**config.mk**
```make
export PLATFORM = sky130hd
export DESIGN_NAME = audio_data_serdes
export DESIGN_NICKNAME = d
export VERILOG_FILES = /design/src/rtl/audio_data_serdes_pkg.sv /design/src/rtl/audio_bclk_gen.sv /design/src/rtl/audio_data_serdes.sv
export SDC_FILE = /design/constraint.sdc
export NUM_CORES = 1
export LEC_CHECK = 0
export ABC_AREA = 1
export BUFFER_PORTS_ARGS = -buffer_cell sky130_fd_sc_hd__buf_2
export CAP_MARGIN = 10
export CORE_ASPECT_RATIO = 0.7
export CORE_MARGIN = 2
export CORE_UTILIZATION = 30
export CTS_CLUSTER_DIAMETER = 100
export CTS_CLUSTER_SIZE = 24
export DETAILED_ROUTE_END_ITERATION = 12
export GPL_ROUTABILITY_DRIVEN = 0
export PLACE_DENSITY = 0.47
export SLEW_MARGIN = 20
export SYNTH_ARGS = -nofsm -noshare
export SYNTH_HDL_FRONTEND = slang
export SYNTH_HIERARCHICAL = 1
export SYNTH_SLANG_ARGS = --single-unit
```
**constraint.sdc**
```tcl
create_clock -name clk -period 3.4 [get_ports clk]
set_input_delay 0.17 -clock clk [delete_from_list [all_inputs] [get_ports clk]]
set_output_delay 0.17 -clock clk [all_outputs]
set_load 0.01 [all_outputs]
```
**src/rtl/audio_data_serdes_pkg.sv**
```systemverilog
// Shared definitions for the WM8731 audio serdes: FSM state encoding,
// default frame width and the LR-clock level that marks the left channel.
package audio_data_serdes_pkg;

    typedef enum logic [1:0] {
        ST_IDLE  = 2'd0,
        ST_RUN   = 2'd1,
        ST_DRAIN = 2'd2
    } serdes_state_e;

    localparam int   DEFAULT_WIDTH = 32;
    localparam logic LRC_LEFT      = 1'b1;

endpackage

```
**src/rtl/audio_bclk_gen.sv**
```systemverilog
// Bit-clock generator: bclk divider, rise/fall strobes, frame bit counter and LR clock.
// Strobes are combinational so the datapath updates on the same clk edge as bclk.
module audio_bclk_gen
    import audio_data_serdes_pkg::*;
#(
    parameter int WIDTH    = DEFAULT_WIDTH,
    parameter int BCLK_DIV = 4
) (
    input  logic clk,
    input  logic reset,
    input  logic run_i,
    input  logic stop_i,
    output logic bclk_o,
    output logic lrc_o,
    output logic fall_o,
    output logic frame_start_o,
    output logic frame_end_o,
    output logic sample_o,
    output logic sample_last_o
);

    localparam int DW = $clog2(BCLK_DIV);
    localparam int BW = $clog2(WIDTH);
    localparam logic [DW-1:0] DIV_LAST = DW'(BCLK_DIV - 1);
    localparam logic [BW-1:0] BIT_LAST = BW'(WIDTH - 1);
    localparam logic [BW-1:0] BIT_HALF = BW'(WIDTH / 2);

    logic [DW-1:0] div_q, div_d;
    logic [BW-1:0] bit_q, bit_d, bit_inc;
    logic          bclk_q, bclk_d;
    logic          lrc_q, lrc_d;
    logic          primed_q, primed_d;
    logic          term, rise, wrap;

    assign term          = run_i && (div_q == DIV_LAST);
    assign rise          = term && !bclk_q;
    assign fall_o        = term && bclk_q;
    assign wrap          = fall_o && (bit_q == BIT_LAST);
    assign frame_start_o = wrap && !stop_i;
    assign frame_end_o   = wrap && stop_i;
    // The first rise after leaving IDLE precedes any frame; primed_q masks it.
    assign sample_o      = rise && primed_q;
    assign sample_last_o = sample_o && (bit_q == BIT_LAST);
    assign bit_inc       = bit_q + 1'b1;

    assign bclk_o = bclk_q;
    assign lrc_o  = lrc_q;

    always_comb begin
        div_d    = div_q;
        bit_d    = bit_q;
        bclk_d   = bclk_q;
        lrc_d    = lrc_q;
        primed_d = primed_q;
        if (!run_i || frame_end_o) begin
            // Parking bit_q at the last bit makes the next fall wrap to a frame start.
            div_d    = '0;
            bit_d    = BIT_LAST;
            bclk_d   = 1'b0;
            lrc_d    = 1'b0;
            primed_d = 1'b0;
        end else begin
            div_d = term ? '0 : div_q + 1'b1;
            if (term) begin
                bclk_d = !bclk_q;
            end
            if (fall_o) begin
                if (bit_q == BIT_LAST) begin
                    bit_d    = '0;
                    lrc_d    = LRC_LEFT;
                    primed_d = 1'b1;
                end else begin
                    bit_d = bit_inc;
                    if (bit_inc == BIT_HALF) begin
                        lrc_d = !LRC_LEFT;
                    end
                end
            end
        end
    end

    always_ff @(posedge clk) begin
        if (reset) begin
            div_q    <= '0;
            bit_q    <= BIT_LAST;
            bclk_q   <= 1'b0;
            lrc_q    <= 1'b0;
            primed_q <= 1'b0;
        end else begin
            div_q    <= div_d;
            bit_q    <= bit_d;
            bclk_q   <= bclk_d;
            lrc_q    <= lrc_d;
            primed_q <= primed_d;
        end
    end

endmodule

```
**src/rtl/audio_data_serdes.sv**
```systemverilog
// WM8731 slave-mode audio port: clock generation, left-justified tx/rx serdes.
// Build option AUDIO_SERDES_LOOPBACK_EN routes internal dacdat into the rx shifter.
module audio_data_serdes
    import audio_data_serdes_pkg::*;
#(
    parameter int WIDTH    = DEFAULT_WIDTH,
    parameter int BCLK_DIV = 4,
    parameter int MCLK_DIV = 1
) (
    input  logic             clk,
    input  logic             reset,
    input  logic             enable,
    input  logic [WIDTH-1:0] tx_data,
    input  logic             tx_valid,
    output logic             tx_ready,
    output logic             tx_underflow,
    output logic [WIDTH-1:0] rx_data,
    output logic             rx_valid,
    output logic             mclk,
    output logic             bclk,
    output logic             daclrc,
    output logic             dacdat,
    output logic             adclrc,
    input  logic             adcdat,
    output serdes_state_e    state_dbg
);

    // tx handshake: a word moves into the holding register on any clk where
    // tx_valid && tx_ready; tx_ready stays low until a frame start consumes it.

    localparam int MW = $clog2(MCLK_DIV + 1);
    localparam logic [MW-1:0] MCLK_LAST = MW'(MCLK_DIV - 1);

    serdes_state_e    state_q, state_d;
    logic [MW-1:0]    mclk_cnt_q, mclk_cnt_d;
    logic             mclk_q, mclk_d;
    logic [WIDTH-1:0] hold_q, hold_d;
    logic             hold_full_q, hold_full_d;
    logic [WIDTH-1:0] tx_shift_q, tx_shift_d;
    logic             underflow_q, underflow_d;
    logic [WIDTH-2:0] rx_shift_q, rx_shift_d;
    logic [WIDTH-1:0] rx_data_q, rx_data_d;
    logic             rx_valid_q, rx_valid_d;

    logic run, stop, lrc, fall, frame_start, frame_end, sample, sample_last;
    logic rx_bit;

    assign run  = (state_q != ST_IDLE);
    assign stop = (state_q == ST_DRAIN) && !enable;

    audio_bclk_gen #(
        .WIDTH    (WIDTH),
        .BCLK_DIV (BCLK_DIV)
    ) u_bclk_gen (
        .clk           (clk),
        .reset         (reset),
        .run_i         (run),
        .stop_i        (stop),
        .bclk_o        (bclk),
        .lrc_o         (lrc),
        .fall_o        (fall),
        .frame_start_o (frame_start),
        .frame_end_o   (frame_end),
        .sample_o      (sample),
        .sample_last_o (sample_last)
    );

`ifdef AUDIO_SERDES_LOOPBACK_EN
    assign rx_bit = tx_shift_q[WIDTH-1];
`else
    assign rx_bit = adcdat;
`endif

    always_comb begin
        state_d = state_q;
        case (state_q)
            ST_IDLE:  if (enable) state_d = ST_RUN;
            ST_RUN:   if (!enable) state_d = ST_DRAIN;
            ST_DRAIN: begin
                if (enable) begin
                    state_d = ST_RUN;
                end else if (frame_end) begin
                    state_d = ST_IDLE;
                end
            end
            default:  state_d = ST_IDLE;
        endcase
    end

    always_comb begin
        mclk_cnt_d  = mclk_cnt_q + 1'b1;
        mclk_d      = mclk_q;
        hold_d      = hold_q;
        hold_full_d = hold_full_q;
        tx_shift_d  = tx_shift_q;
        underflow_d = 1'b0;
        rx_shift_d  = rx_shift_q;
        rx_data_d   = rx_data_q;
        rx_valid_d  = 1'b0;

        if (mclk_cnt_q == MCLK_LAST) begin
            mclk_cnt_d = '0;
            mclk_d     = !mclk_q;
        end

        if (!run || frame_end) begin
            tx_shift_d = '0;
        end else if (frame_start) begin
            if (hold_full_q) begin
                tx_shift_d  = hold_q;
                hold_full_d = 1'b0;
            end else begin
                tx_shift_d  = '0;
                underflow_d = 1'b1;
            end
        end else if (fall) begin
            tx_shift_d = {tx_shift_q[WIDTH-2:0], 1'b0};
        end

        // A word arriving on an underflowing frame start is kept for the next frame.
        if (tx_valid && !hold_full_q) begin
            hold_d      = tx_data;
            hold_full_d = 1'b1;
        end

        if (sample) begin
            rx_shift_d = {rx_shift_q[WIDTH-3:0], rx_bit};
        end
        if (sample_last) begin
            rx_data_d  = {rx_shift_q, rx_bit};
            rx_valid_d = 1'b1;
        end
    end

    always_ff @(posedge clk) begin
        if (reset) begin
            state_q     <= ST_IDLE;
            mclk_cnt_q  <= '0;
            mclk_q      <= 1'b0;
            hold_q      <= '0;
            hold_full_q <= 1'b0;
            tx_shift_q  <= '0;
            underflow_q <= 1'b0;
            rx_shift_q  <= '0;
            rx_data_q   <= '0;
            rx_valid_q  <= 1'b0;
        end else begin
            state_q     <= state_d;
            mclk_cnt_q  <= mclk_cnt_d;
            mclk_q      <= mclk_d;
            hold_q      <= hold_d;
            hold_full_q <= hold_full_d;
            tx_shift_q  <= tx_shift_d;
            underflow_q <= underflow_d;
            rx_shift_q  <= rx_shift_d;
            rx_data_q   <= rx_data_d;
            rx_valid_q  <= rx_valid_d;
        end
    end

    assign tx_ready     = !hold_full_q;
    assign tx_underflow = underflow_q;
    assign rx_data      = rx_data_q;
    assign rx_valid     = rx_valid_q;
    assign mclk         = mclk_q;
    assign daclrc       = lrc;
    assign adclrc       = lrc;
    assign dacdat       = tx_shift_q[WIDTH-1];
    assign state_dbg    = state_q;

endmodule
```
==> results of run 1 <==
[metal layers]
layer	global-route usage	vias up	routed length, µm
met1	0.208	2255	7810
li1	-	2726	-
met5	0	-	0
met2	0.193	72	5340
met3	0.0462	5	601
met4	0.0353	0	82
[power by group]
part	switching, mW	internal [mW]
registers	0.0176	1.72
logic	0.0964	0.0579
clock network	0.740	1.17
total	0.855	2.95
[critical path, cell delays in order (launching register included)]
cell and delay (ns):
dfxtp_1 0.40, ha_1 0.20, nand2_1 0.10, nor2_1 0.10
ha_1 0.26, nand2_4 0.10, nor2_1 0.28, inv_1 0.07
buf_4 0.24, nand2_1 0.09, buf_4 0.32, nand2_1 0.10
nor2_1 0.12, nor2_1 0.06
[cell families after synthesis]
group	count (synthesis)
simple gates	458
buf+inv	129
other cells	1
compound gates	107
fa+ha+maj	3
xor+xnor	1
flops	144
[path summary, 6_finish.rpt]
path / start / endpoint / slack [ns] / cells after the start
hold reg to reg: u_bclk_gen/div_q[0] / u_bclk_gen/div_q[0] / 0.43 / 1
setup / recovery: u_bclk_gen/bit_q[0] / tx_shift_q[19] / 0.84 / 13
setup reg to reg: u_bclk_gen/bit_q[0] / tx_shift_q[19] / 0.84 / 13
hold / removal: reset / rx_valid / 0.007 / 2
[flip-flops by register name, summed over array words and instances (netlist names)]
signal / count
rx_data: 32
hold_full_q: 1
state_dbg: 2
rx_valid: 1
hold_q: 32
rx_shift_q: 31
u_bclk_gen/primed_q: 1
tx_shift_q: 32
u_bclk_gen/bclk_o: 1
u_bclk_gen/div_q: 2
tx_underflow: 1
mclk_cnt_q: 1
u_bclk_gen/lrc_o: 1
mclk: 1
u_bclk_gen/bit_q: 5
[through the flow]
step	cell area [µm²]	hold WS, ns	util
5_1_grt	7110	0.00363	0.375
3_5_place_dp	6420	0.425	0.338
6_report	7110	0.00695	0.375
3_3_place_gp	6420	0.421	0.338
2_1_floorplan	5840	0.242	-
4_1_cts	7110	0.000856	0.375
[synthesized netlist by cell type (2+ instances only)]
cell type and n:
nand4_1 2, dfxtp_1 144, buf_2 31, inv_2 4, nand2_1 112, o21ai_0 97
nor2_1 297, ha_1 3, inv_1 77, buf_4 4, clkbuf_1 10, nand3_1 36
buf_1 3, a21oi_1 7, nor3_1 4
[cell type report]
class                   instances  area, µm²
repair buffers                 97        568
inverters                      81        305
flip-flops and latches        144       2880
multi-input cells             570       2420
well taps                     264        330
clock inverters                12        160
fillers                      2066      11900
clock buffers                  19        443
==> impl_metrics.tcl, run 1 <==
set metrics [dict create \
    ctsRootBufferMaster "clkbuf_16" \
    floorplan.die_area_mm2 0.0206 \
    number_of_global_route_vias_before_repair 4564 \
    antenna_cells_inserted 0 \
    hold_violations 0 \
    dp_hpwl_mm 8.23 \
    cts_setup_buffers 0 \
    max_freq_ghz 0.390 \
    main_combinational_cell_family_by_area_after_synthesis "simple AND/OR/NAND/NOR gates" \
    initial_antenna_violation_count 0 \
    count_of_distinct_cell_types_in_the_synthesized_netlist 27 \
    unrepaired_setup_endpoints_after_global_routing "false" \
    clk-insertion-delay-late_ns 0.42 \
    drt-total-wl_mm 13.8 \
    async_reset_ff_frac 0 \
    vdd_ir_max_mv 0.318 \
    detail_route.wl_per_cell_um 11.7 \
    placement_rows 42 \
    layoutNonFillerInstCount 1187 \
    muxShareOfSynthArea 0 \
    synth_nets 883 \
    synth_top_cell_area_share 0.494 \
    layout.cells.most_common "nor2_1" \
    leakage_nw 3.50 \
    yosysTopAreaCell "dfxtp_1" \
    mappedNetlistArea_mm2 0.00584 \
    port_buffers 78 \
    ys_warn_count 6 \
    post_synth_xor_area_fraction 0.00150 \
    basic_gate_share_of_the_synthesized_area_counting_and_or_nand_and_nor_cells 0.311 \
    io-pin-count 79 \
    h_tree_depth 4 \
    core_region_mm2 0.0190 \
    synth.yosys.seq_area_share 0.494 \
    worstPathArrival_ns 2.88 \
    critPathRequiredTime_ns 3.71 \
    setup-violations-final 0 \
    areaGrowthSynthToFinish_pct 21.9 \
    outcome "finished, final reports clean" \
    cts_tree "built" \
    synth_fa_ha_area_frac 0.00643 \
    critical_path_class "flip-flop to flip-flop" \
    die_w_um 171 \
    synth_area_in_compound_gates 0.0941 \
    clock_slew_at_the_register_clock_pins_of_the_worst_setup_and_hold_paths_ns 0.06 \
    routed_via_density 4.26 \
    ys_top_cells_by_area "dfxtp_1 49%, nor2_1 19%, o21ai_0 8.3%" \
    floorplan.initialDensity 0.308 \
    post_synth.cell_area_avg_um2 6.93 \
    final_critical_path_setup_slack_ns 0.836 \
    cts_inserted_buffers 17 \
    fin_total_pwr_mw 3.81 \
    post_synth_inst_count 843 \
    dr.pass1.iters 4 \
    floorplan.die.height_um 121 \
    nNetsFinal 951 \
    critPathLaunchType "flip-flop" \
    route.antenna.remaining_nets 0 \
    shortest_clock_period_the_worst_path_allows_after_layout_ns 2.56 \
    overflow_after_grt 0 \
    cts_resized 0 \
    numClockSinks 144 \
    pin_count_of_the_biggest_net_entering_global_routing 130 \
    drive_above_1_share 0.141 \
    worst_rel_slew_slack 0.461 \
    synth-edff-count 0 \
    finClkSkew_ns 0.00927 \
    ys_dominant_reg_cell "dfxtp_1" \
    detail_route.drc_violations 0 \
    timing.hold.worst.class "primary input to flip-flop" \
    detailedRoute.firstIterationViolations 258 \
    fin_tns_setup_ns 0 \
    critPathMaxFanout 32 \
    global_route_wire_length_before_repair_mm 23.0 \
    vias 5058 \
    cells_after_dpl 1147 \
    critPathCaptureType "flip-flop" \
    placement.setup.worst_slack_ns 0.878 \
    final_cell_mix "296 x nor2_1, 144 x dfxtp_1, 112 x nand2_1" \
    final-max-slew-violation-count 0 \
    ys_ff_latch 144 \
    power-per-cell-area_mw_per_mm2 535 \
    tightest_slew_ns 0.807 \
    max-cap-violations 0 \
    grt_util_all_layers 0.140 \
    cts.path.max_buffers 2 \
    cts-hold-fix-buffers 9 \
    timing.final.crit_share 0.754 \
]
No activity file was read; power rests on OpenSTA's default activity.
==> run 2: changes to the inputs <==
==> constraint.sdc (replaced) <==
create_clock -name clk -period 2.5 [get_ports clk]
set_input_delay 0.125 -clock clk [delete_from_list [all_inputs] [get_ports clk]]
set_output_delay 0.125 -clock clk [all_outputs]
set_load 0.01 [all_outputs]
==> run 2 against run 1 <==
Net effect:
- die area is the same
- combinational power grew 65%
- total power rose by 36%
- clock power rose by 33%
- cell count rose by 2.9%
- sequential cell count unchanged
- maximum frequency rose by 20%
- critical path type unchanged
- largest power group unchanged
- clock skew increased by 0.00059 ns
- register-to-register slack worse by 0.48 ns
- clock-buffer cell count shrank 1
==> impl_metrics.tcl, run 2 (synthesis gave the netlist of run 1 again) <==
set metrics [dict create \
    outcome "finished, final reports clean" \
    finClkSkew_ns 0.00986 \
    min_from "tx_data[0]" \
    cts_resized 0 \
    critPathRequiredTime_ns 2.86 \
    number_of_global_route_vias_before_repair 4771 \
    clk-insertion-delay-late_ns 0.43 \
    grt_util_all_layers 0.145 \
    layout.cells.most_common "nor2_1" \
    overflow_after_grt 0 \
    leakage_nw 3.67 \
    routed_via_density 4.25 \
    detail_route.wl_per_cell_um 11.8 \
    timing.critical_path.slowest_cell_delay_ns 0.38 \
    global_route_wire_length_before_repair_mm 23.5 \
    worstHoldPathCells 3 \
    initial_antenna_violation_count 0 \
    timing.final.crit_share 0.856 \
    areaGrowthSynthToFinish_pct 27.5 \
    h_tree_depth 4 \
    setup-violations-final 0 \
    cts.path.max_buffers 2 \
    critPathCaptureType "flip-flop" \
    worst_rel_slew_slack 0.653 \
    netSwitchingFraction 0.247 \
    worstPathArrival_ns 2.50 \
    critPathLaunchType "flip-flop" \
    critPathMaxFanout 16 \
    core_region_mm2 0.0190 \
    tightest_slew_ns 0.520 \
    internal_power_mw 3.89 \
    pwr-share-seq 0.458 \
    hold_violations 0 \
    vdd_ir_max_mv 0.386 \
    placement_rows 42 \
    floorplan.die_area_mm2 0.0206 \
    floorplan.die.height_um 121 \
    crit_path_top_delay_cell "nor2_4" \
    final-max-slew-violation-count 0 \
    drive_above_1_share 0.145 \
    ctsRootBufferMaster "clkbuf_16" \
    max_freq_ghz 0.467 \
    pin_count_of_the_biggest_net_entering_global_routing 58 \
    worstReg2RegStart "u_bclk_gen/bit_q[0]" \
    combinationalPowerShare 0.049 \
    cts_tree "built" \
    cell_area_reported_after_detailed_placement_mm2 0.00652 \
    drt-total-wl_mm 14.4 \
    whs_endpoint "hold_q[0]" \
    final_cell_mix "296 x nor2_1, 144 x dfxtp_1, 112 x nand2_1" \
    vias 5192 \
    unrepaired_setup_endpoints_after_global_routing "false" \
    route.antenna.remaining_nets 0 \
    cts_inserted_buffers 17 \
    power-per-cell-area_mw_per_mm2 693 \
    numClockSinks 144 \
    antenna_cells_inserted 0 \
    clockPowerShare 0.493 \
    critical_path_class "flip-flop to flip-flop" \
    floorplan.initialDensity 0.308 \
    nNetsFinal 984 \
    io-pin-count 79 \
    crit-reg2reg-capture "tx_shift_q[12]" \
    total_switching_power_mw 1.27 \
    detailedRoute.firstIterationViolations 266 \
    detail_route.drc_violations 0 \
    max-cap-violations 0 \
    dp_hpwl_mm 8.77 \
    die_w_um 171 \
    reg2reg_depth 10 \
    clock_slew_at_the_register_clock_pins_of_the_worst_setup_and_hold_paths_ns 0.06 \
    dr.pass1.iters 4 \
    worst_path_most_repeated_cell "nor2_1" \
    reg2reg_setup_slack_ns 0.36 \
    fin_tns_setup_ns 0 \
    final_cell_area_mm2 0.00744 \
    timing.critical_path.cells "ha_1 > nand2_1 > nor2_1 > ha_1 > nand2_4 > nor2_1 > nor2_4 > buf_4 > nand3_1 > nor2_1" \
    shortest_clock_period_the_worst_path_allows_after_layout_ns 2.14 \
    timing.hold.worst.class "primary input to flip-flop" \
    port_buffers 78 \
]
==> run 2: cell count changes in the layout (fill, tap and decap cells not counted), sizes merged <==
cell	before	now
dlygate4sd3	9	34
inv	82	89
buf	88	96
bufinv	3	1
clkinvlp	4	1
clkbuf	19	18
==> run 2: worst max-delay path by stage <==
stage / start / end / cells past startpoint
final: u_bclk_gen/bit_q[0] / tx_shift_q[12] / 10
after global routing: u_bclk_gen/bit_q[0] / tx_shift_q[17] / 12
after CTS: u_bclk_gen/bit_q[0] / tx_shift_q[13] / 10
after detailed placement: u_bclk_gen/bit_q[0] / tx_shift_q[13] / 10
after global placement: u_bclk_gen/bit_q[0] / tx_shift_q[13] / 10
after floorplan: u_bclk_gen/bit_q[0] / tx_shift_q[10] / 12
==> run 2: power by group through the flow <==
stage | clock network, mW | registers, mW | logic [mW]
floorplan | 0 | 2.41 | 0.136
global placement | 0 | 2.42 | 0.217
detailed placement | 0 | 2.42 | 0.216
CTS | 2.60 | 2.37 | 0.258
global route | 2.71 | 2.37 | 0.291
finish | 2.54 | 2.36 | 0.254
==> run 2: layer usage <==
metal  GRT usage  vias to the layer above  share of wire
met4      0.0481                        0          0.012
met3      0.0429                       11          0.038
met2       0.204                       73           0.39
met5           0                        -              0
met1       0.210                     2314           0.56
li1            -                     2794              -
==> run 2: stage by stage <==
| step | setup WS, ns | std cells | util | hold slack, ns | power [mW] |
|---|---|---|---|---|---|
| 2_1_floorplan | 0.603 | 843 | - | 0.197 | 2.55 |
| 3_3_place_gp | 0.424 | 1155 | 0.344 | 0.376 | 2.63 |
| 3_5_place_dp | 0.377 | 1155 | 0.344 | 0.375 | 2.63 |
| 4_1_cts | 0.368 | 1221 | 0.392 | 0.0193 | 5.23 |
| 5_1_grt | 0.108 | 1221 | 0.392 | 0.0648 | 5.37 |
| 6_report | 0.359 | 1221 | 0.392 | 0.0309 | 5.16 |
==> run 2: repair_timing <==
item	CTS	global route
setup buffers	0	0
hold buffers	34	0
hold endpoints to repair	36	0
==> run 2: final cells by class <==
| type | count | area, µm² |
|---|---|---|
| fillers | 2042 | 11500 |
| flip-flops and latches | 144 | 2880 |
| multi-input cells | 570 | 2420 |
| repair buffers | 130 | 916 |
| clock buffers | 18 | 439 |
| well taps | 264 | 330 |
| inverters | 81 | 305 |
| clock inverters | 14 | 145 |
==> run 2: worst max-delay path, delay by kind of cell, from the launching register on <==
family,cells,cell delay [ns]
fa+ha+maj,2,0.47
flops,1,0.34
buf+inv,1,0.31
simple gates,7,0.95
